<file path="src/rtl/panel_scan_ctrl.sv">
// Scans the 8 analog RAM ports, settles, samples and hysteresis-filters each value into a shadow array.
// Dwell is SETTLE_CYCLES+3 clocks per port; scan_en is honoured only at port boundaries.
module panel_scan_ctrl #(
  parameter int SETTLE_CYCLES = 4,
  parameter int HYST          = 2
) (
  input  logic       clk,
  input  logic       reset_n,
  input  logic       scan_en,
  output logic [2:0] addr,
  input  logic [7:0] data,
  input  logic [2:0] rd_sel,
  output logic [7:0] rd_data,
  output logic       upd_valid,
  output logic [2:0] upd_port,
  output logic [7:0] upd_value,
  output logic       scan_done,
  output logic       all_valid
);

  typedef enum logic [2:0] {IDLE, SETTLE, SAMPLE, FILTER, NEXT} state_t;

  localparam logic [3:0] SETTLE_LOAD = 4'(SETTLE_CYCLES - 1);

  state_t      state_q, state_d;
  logic [3:0]  cnt_q, cnt_d;
  logic [2:0]  addr_q, addr_d;
  logic [7:0]  samp_q, samp_d;
  logic [7:0]  seen_q, seen_d;
  logic [7:0]  shadow_q [8];
  logic        shadow_we;
  logic        upd_valid_q, upd_valid_d;
  logic [2:0]  upd_port_q, upd_port_d;
  logic [7:0]  upd_value_q, upd_value_d;
  logic        scan_done_q, scan_done_d;
  logic        all_valid_q, all_valid_d;

  logic [7:0]  cur_shadow;
  logic [8:0]  diff;
  logic        rail_move;
  logic        accept;

  // Rail values bypass hysteresis so full-scale settings are always reachable.
  assign cur_shadow = shadow_q[addr_q];
  assign diff       = (samp_q >= cur_shadow) ? ({1'b0, samp_q} - {1'b0, cur_shadow})
                                             : ({1'b0, cur_shadow} - {1'b0, samp_q});
  assign rail_move  = ((samp_q == 8'h00) || (samp_q == 8'hFF)) && (samp_q != cur_shadow);
  assign accept     = !seen_q[addr_q] || (diff >= 9'(HYST)) || rail_move;

  always_ff @(posedge clk) begin
    if (!reset_n) state_q <= IDLE;
    else          state_q <= state_d;
  end

  always_comb begin
    state_d = state_q;
    case (state_q)
      IDLE:    if (scan_en) state_d = SETTLE;
      SETTLE:  if (cnt_q == 4'd0) state_d = SAMPLE;
      SAMPLE:  state_d = FILTER;
      FILTER:  state_d = NEXT;
      NEXT:    state_d = scan_en ? SETTLE : IDLE;
      default: state_d = IDLE;
    endcase
  end

  always_comb begin
    cnt_d       = cnt_q;
    addr_d      = addr_q;
    samp_d      = samp_q;
    seen_d      = seen_q;
    shadow_we   = 1'b0;
    upd_valid_d = 1'b0;
    upd_port_d  = upd_port_q;
    upd_value_d = upd_value_q;
    scan_done_d = 1'b0;
    all_valid_d = all_valid_q;
    case (state_q)
      IDLE:   if (scan_en) cnt_d = SETTLE_LOAD;
      SETTLE: if (cnt_q != 4'd0) cnt_d = cnt_q - 4'd1;
      SAMPLE: samp_d = data;
      FILTER: begin
        if (accept) begin
          shadow_we      = 1'b1;
          seen_d[addr_q] = 1'b1;
          upd_valid_d    = 1'b1;
          upd_port_d     = addr_q;
          upd_value_d    = samp_q;
        end
      end
      NEXT: begin
        addr_d = addr_q + 3'd1;
        if (addr_q == 3'd7) begin
          scan_done_d = 1'b1;
          if (&seen_q) all_valid_d = 1'b1;
        end
        if (scan_en) cnt_d = SETTLE_LOAD;
      end
      default: ;
    endcase
  end

  always_ff @(posedge clk) begin
    if (!reset_n) begin
      cnt_q       <= '0;
      addr_q      <= '0;
      samp_q      <= '0;
      seen_q      <= '0;
      upd_valid_q <= 1'b0;
      upd_port_q  <= '0;
      upd_value_q <= '0;
      scan_done_q <= 1'b0;
      all_valid_q <= 1'b0;
      for (int i = 0; i < 8; i++) shadow_q[i] <= '0;
    end else begin
      cnt_q       <= cnt_d;
      addr_q      <= addr_d;
      samp_q      <= samp_d;
      seen_q      <= seen_d;
      upd_valid_q <= upd_valid_d;
      upd_port_q  <= upd_port_d;
      upd_value_q <= upd_value_d;
      scan_done_q <= scan_done_d;
      all_valid_q <= all_valid_d;
      if (shadow_we) shadow_q[addr_q] <= samp_q;
    end
  end

  assign addr      = addr_q;
  assign rd_data   = shadow_q[rd_sel];
  assign upd_valid = upd_valid_q;
  assign upd_port  = upd_port_q;
  assign upd_value = upd_value_q;
  assign scan_done = scan_done_q;
  assign all_valid = all_valid_q;

endmodule

</file>
<file path="config.mk">
export PLATFORM = sky130hd
export DESIGN_NAME = panel_scan_ctrl
export DESIGN_NICKNAME = d
export VERILOG_FILES = /design/src/rtl/panel_scan_ctrl.sv
export SDC_FILE = /design/constraint.sdc
export NUM_CORES = 1
export LEC_CHECK = 0
export ABC_CLOCK_PERIOD_IN_PS = 5400
export CAP_MARGIN = 30
export CORE_UTILIZATION = 49
export CTS_BUF_LIST = sky130_fd_sc_hd__clkbuf_2 sky130_fd_sc_hd__clkbuf_4 sky130_fd_sc_hd__clkbuf_8
export DETAILED_ROUTE_END_ITERATION = 16
export GPL_TIMING_DRIVEN = 1
export PLACE_DENSITY = 0.77
export SLEW_MARGIN = 40
export SYNTH_ARGS = -nofsm -noshare
export SYNTH_HDL_FRONTEND = slang
export SYNTH_SLANG_ARGS = --single-unit
</file>
<file path="constraint.sdc">
create_clock -name clk -period 5.4 [get_ports clk]
set_input_delay 0.54 -clock clk [delete_from_list [all_inputs] [get_ports clk]]
set_output_delay 0.54 -clock clk [all_outputs]
set_load 0.01 [all_outputs]
</file>
==> results.sh <==
export IMPL_antennaDiodeCount=0
export IMPL_critPathLaunchType="flop"
export IMPL_max_clock_path_buffers=2
export IMPL_clock_latency_ns=0.37
export IMPL_drt_wl_total_mm=15.65
export IMPL_timing_hold_worst_start="reset_n"
export IMPL_layout_worst_path_cycle_share_pct=91.72
export IMPL_power_density_nw_per_um2=257.3
export IMPL_avgViaCountPerCell=6.157
export IMPL_worst_endpoint_required_ns=5.50
export IMPL_placement_io_buffers=38
export IMPL_layout_nets=615
export IMPL_power_ir_vdd_worst_mv=0.1397
export IMPL_dieArea_um2=13720
export IMPL_post_place_cells=741
export IMPL_hpwl_mm=10.95
export IMPL_static_leakage_power_nw=2.358
export IMPL_areaGrowthSynthToFinish_pct=10.19
export IMPL_gp_congestion=0.9264
export IMPL_seq_area_frac_synth_pct=42.84
export IMPL_drt_pass1_iter_count=5
export IMPL_post_layout_nonfiller_instances=757
export IMPL_total_power_mw=1.842
export IMPL_htreeDepth=3
export IMPL_path_type_of_the_worst_setup_path="flop to flop"
export IMPL_dominantRegCellSynth="edfxtp_1"
export IMPL_netlist_top_cells_area="edfxtp_1, dfxtp_1, mux4_2"
export IMPL_cts_num_sinks=107
export IMPL_synth_edff_count=64
export IMPL_number_of_setup_buffers_added_after_cts=0
export IMPL_timing_max_cap_violations=0
export IMPL_post_cts_resize_count=0
export IMPL_grt_setup_unrepaired="no"
export IMPL_ys_async_sr_fraction_pct=0
export IMPL_worst_path_max_fanout=48
export IMPL_synth_nets=600
export IMPL_setup_total_negative_slack_ns=0
export IMPL_post_route_drc_count=0
export IMPL_critPathMaxStageDelay_ns=0.68
export IMPL_drv_slew=0
export IMPL_flop_and_latch_count_out_of_synthesis=107
export IMPL_globalRouteTotalUtil_pct=23.83
export IMPL_synth_cell_type_count=60
export IMPL_postCtsHoldBufs=0
export IMPL_critPathMostFrequentCell="buf_4"
export IMPL_floorplan_rows=41
export IMPL_grt_ovfl_total=0
export IMPL_drtAntennaViolNets=0
export IMPL_clkSlewWorstSetupHoldPaths_ns=0.10
export IMPL_achievable_frequency_mhz=201.9
export IMPL_period_minus_slack_ns=4.953
export IMPL_tightest_slew_ns=0.8521
export IMPL_skew_ns=0.009661
export IMPL_remaining_max_slew_budget_at_the_tightest_pin_pct=43.02
export IMPL_holdCritPathClass="input pin to flop"
export IMPL_initial_utilization_pct=50.85
export IMPL_report_final_hold_viol_count=0
export IMPL_numCtsBuffers=9
export IMPL_outcome="finished clean"
export IMPL_fillCellCount=1062
export IMPL_dpl_cell_area_um2=6958
export IMPL_synth_yosys_warnings=0
export IMPL_grt_antenna_before_repair=0
export IMPL_setup_reg_to_reg_worst_slack_ns=0.45
export IMPL_boundaryPins=39
export IMPL_die_width_um=117.1
export IMPL_routedWlPerCell_um=20.67
export IMPL_end_kind="flop"
export IMPL_crit_path_top_delay_cell="buf_4"
export IMPL_worst_path_arrival_time_ns=5.05
export IMPL_clock_tree_from_tritoncts="built"
export IMPL_final_setup_violation_count=0
export IMPL_fp_dieH_um=117.1
export IMPL_area_share_of_the_largest_cell_type_after_synthesis_pct=29.59
export IMPL_grt_pass1_vias=4355
export IMPL_clk_root_buffer_cell="clkbuf_8"
export IMPL_netlist_area_um2=6495
export IMPL_final_cell_area_um2=7157
export IMPL_postSynthCellCount=565
export IMPL_vias=4661
export IMPL_initialDrtViolationCount=361
export IMPL_grt_pass1_wl_mm=23.85
export IMPL_core_area_um2=12770
export IMPL_post_synthesis_average_cell_area_um2=11.50
export IMPL_synth_top_area_cell="edfxtp_1"
export IMPL_grt_start_max_net_pins=57
export IMPL_critical_path_cell_by_cell="buf_4 -> mux4_2 -> mux2i_1 -> inv_1 -> ha_1 -> o21ai_0 -> a311o_1 -> a221o_1 -> nor4_2 -> a31o_1 -> o21ba_4 -> buf_4 -> nor3_1"
export IMPL_yosys_cell_count_top_type="edfxtp_1"
export IMPL_final_layout_size_suffix_gt1_share_pct=25.64
export IMPL_synth_commonest_cells="edfxtp_1, nor3_2, nand2_1, dfxtp_1, mux4_2"
[layout by cell type, fill, tap and decap left out, types with 5 or more instances in the layout]
master / n
nor3_2: 60
o21ai_1: 10
dfxtp_1: 43
clkdlybuf4s50_1: 36
a211oi_1: 5
mux4_2: 34
inv_1: 25
nand3_1: 5
nor2_1: 22
clkbuf_8: 9
mux2i_1: 24
nand2b_1: 11
o21ai_0: 6
nand4_1: 5
edfxtp_1: 64
a21oi_1: 20
nor3_1: 9
ha_1: 19
mux2_2: 8
nand2_1: 54
a21o_1: 7
nor2b_1: 16
xor2_1: 5
buf_4: 11
[worst max-delay path: cells and delay by family (launching register included)]
| kind | cells | cell delay, ns |
|---|---|---|
| AND/OR/NAND/NOR | 2 | 0.49 |
| AO/OA/AOI/OAI | 5 | 1.44 |
| adder cells (fa/ha/maj) | 1 | 0.58 |
| buffers and inverters | 3 | 1.06 |
| multiplexers | 2 | 0.77 |
| flip-flops | 1 | 0.32 |
[stage by stage]
step,setup WS (ns),utilization [%],hold WS [ns]
5_1_grt,0.1822,56.03,0.4371
3_5_place_dp,0.5175,54.47,0.4477
4_1_cts,0.5017,55.96,0.4300
6_report,0.4473,56.03,0.4389
3_3_place_gp,0.6029,54.22,0.4431
2_1_floorplan,0.8701,-,0.4366
[state kept, by name, summed over array words and instances (netlist names), named ones only]
name,count
upd_port,3
seen_q,8
cnt_q,4
state_q,3
upd_valid,1
samp_q,8
shadow_q,64
upd_value,8
addr,3
all_valid,1
scan_done,1
[report_power, final]
part / switching (mW) / internal [mW]
clock: 0.273 / 0.212
sequential: 0.0432 / 0.897
combinational: 0.241 / 0.175
total: 0.558 / 1.28
[area by class of cell]
cell class	count	area [µm²]	area share (%)
Inverter	29	108.9	1.521
Tap cell	172	215.2	3.007
Timing Repair Buffer	49	452.9	6.329
Multi-Input combinational cell	384	3407	47.60
Sequential cell	107	2783	38.88
Clock inverter	7	66.31	0.9266
Clock buffer	9	123.9	1.731
[cell families (layout without fill, tap and decap cells)]
group	after synthesis	count (layout)	synth area share, %
flops	107	107	42.84
simple gates	207	207	20.42
fa+ha+maj	21	21	4.277
mux	67	67	17.05
compound gates	81	81	8.823
xor+xnor	8	8	1.079
buf+inv	74	94	5.509
[routing by layer]
metal	up-vias	GRT usage, %	share of wire, %
li1	2115	-	-
met1	2331	32.73	42
met2	190	38.46	49
met3	25	4.222	6.8
met4	0	7.848	1.9
met5	-	0	0
[final timing paths]
path,end,cells past startpoint
worst max register to register,shadow_q[5][4],13
worst max-delay path,shadow_q[5][4],13
worst min-delay path,state_q[2],3
worst min register to register,upd_value[2],2
(Power assumes the default switching activity.)
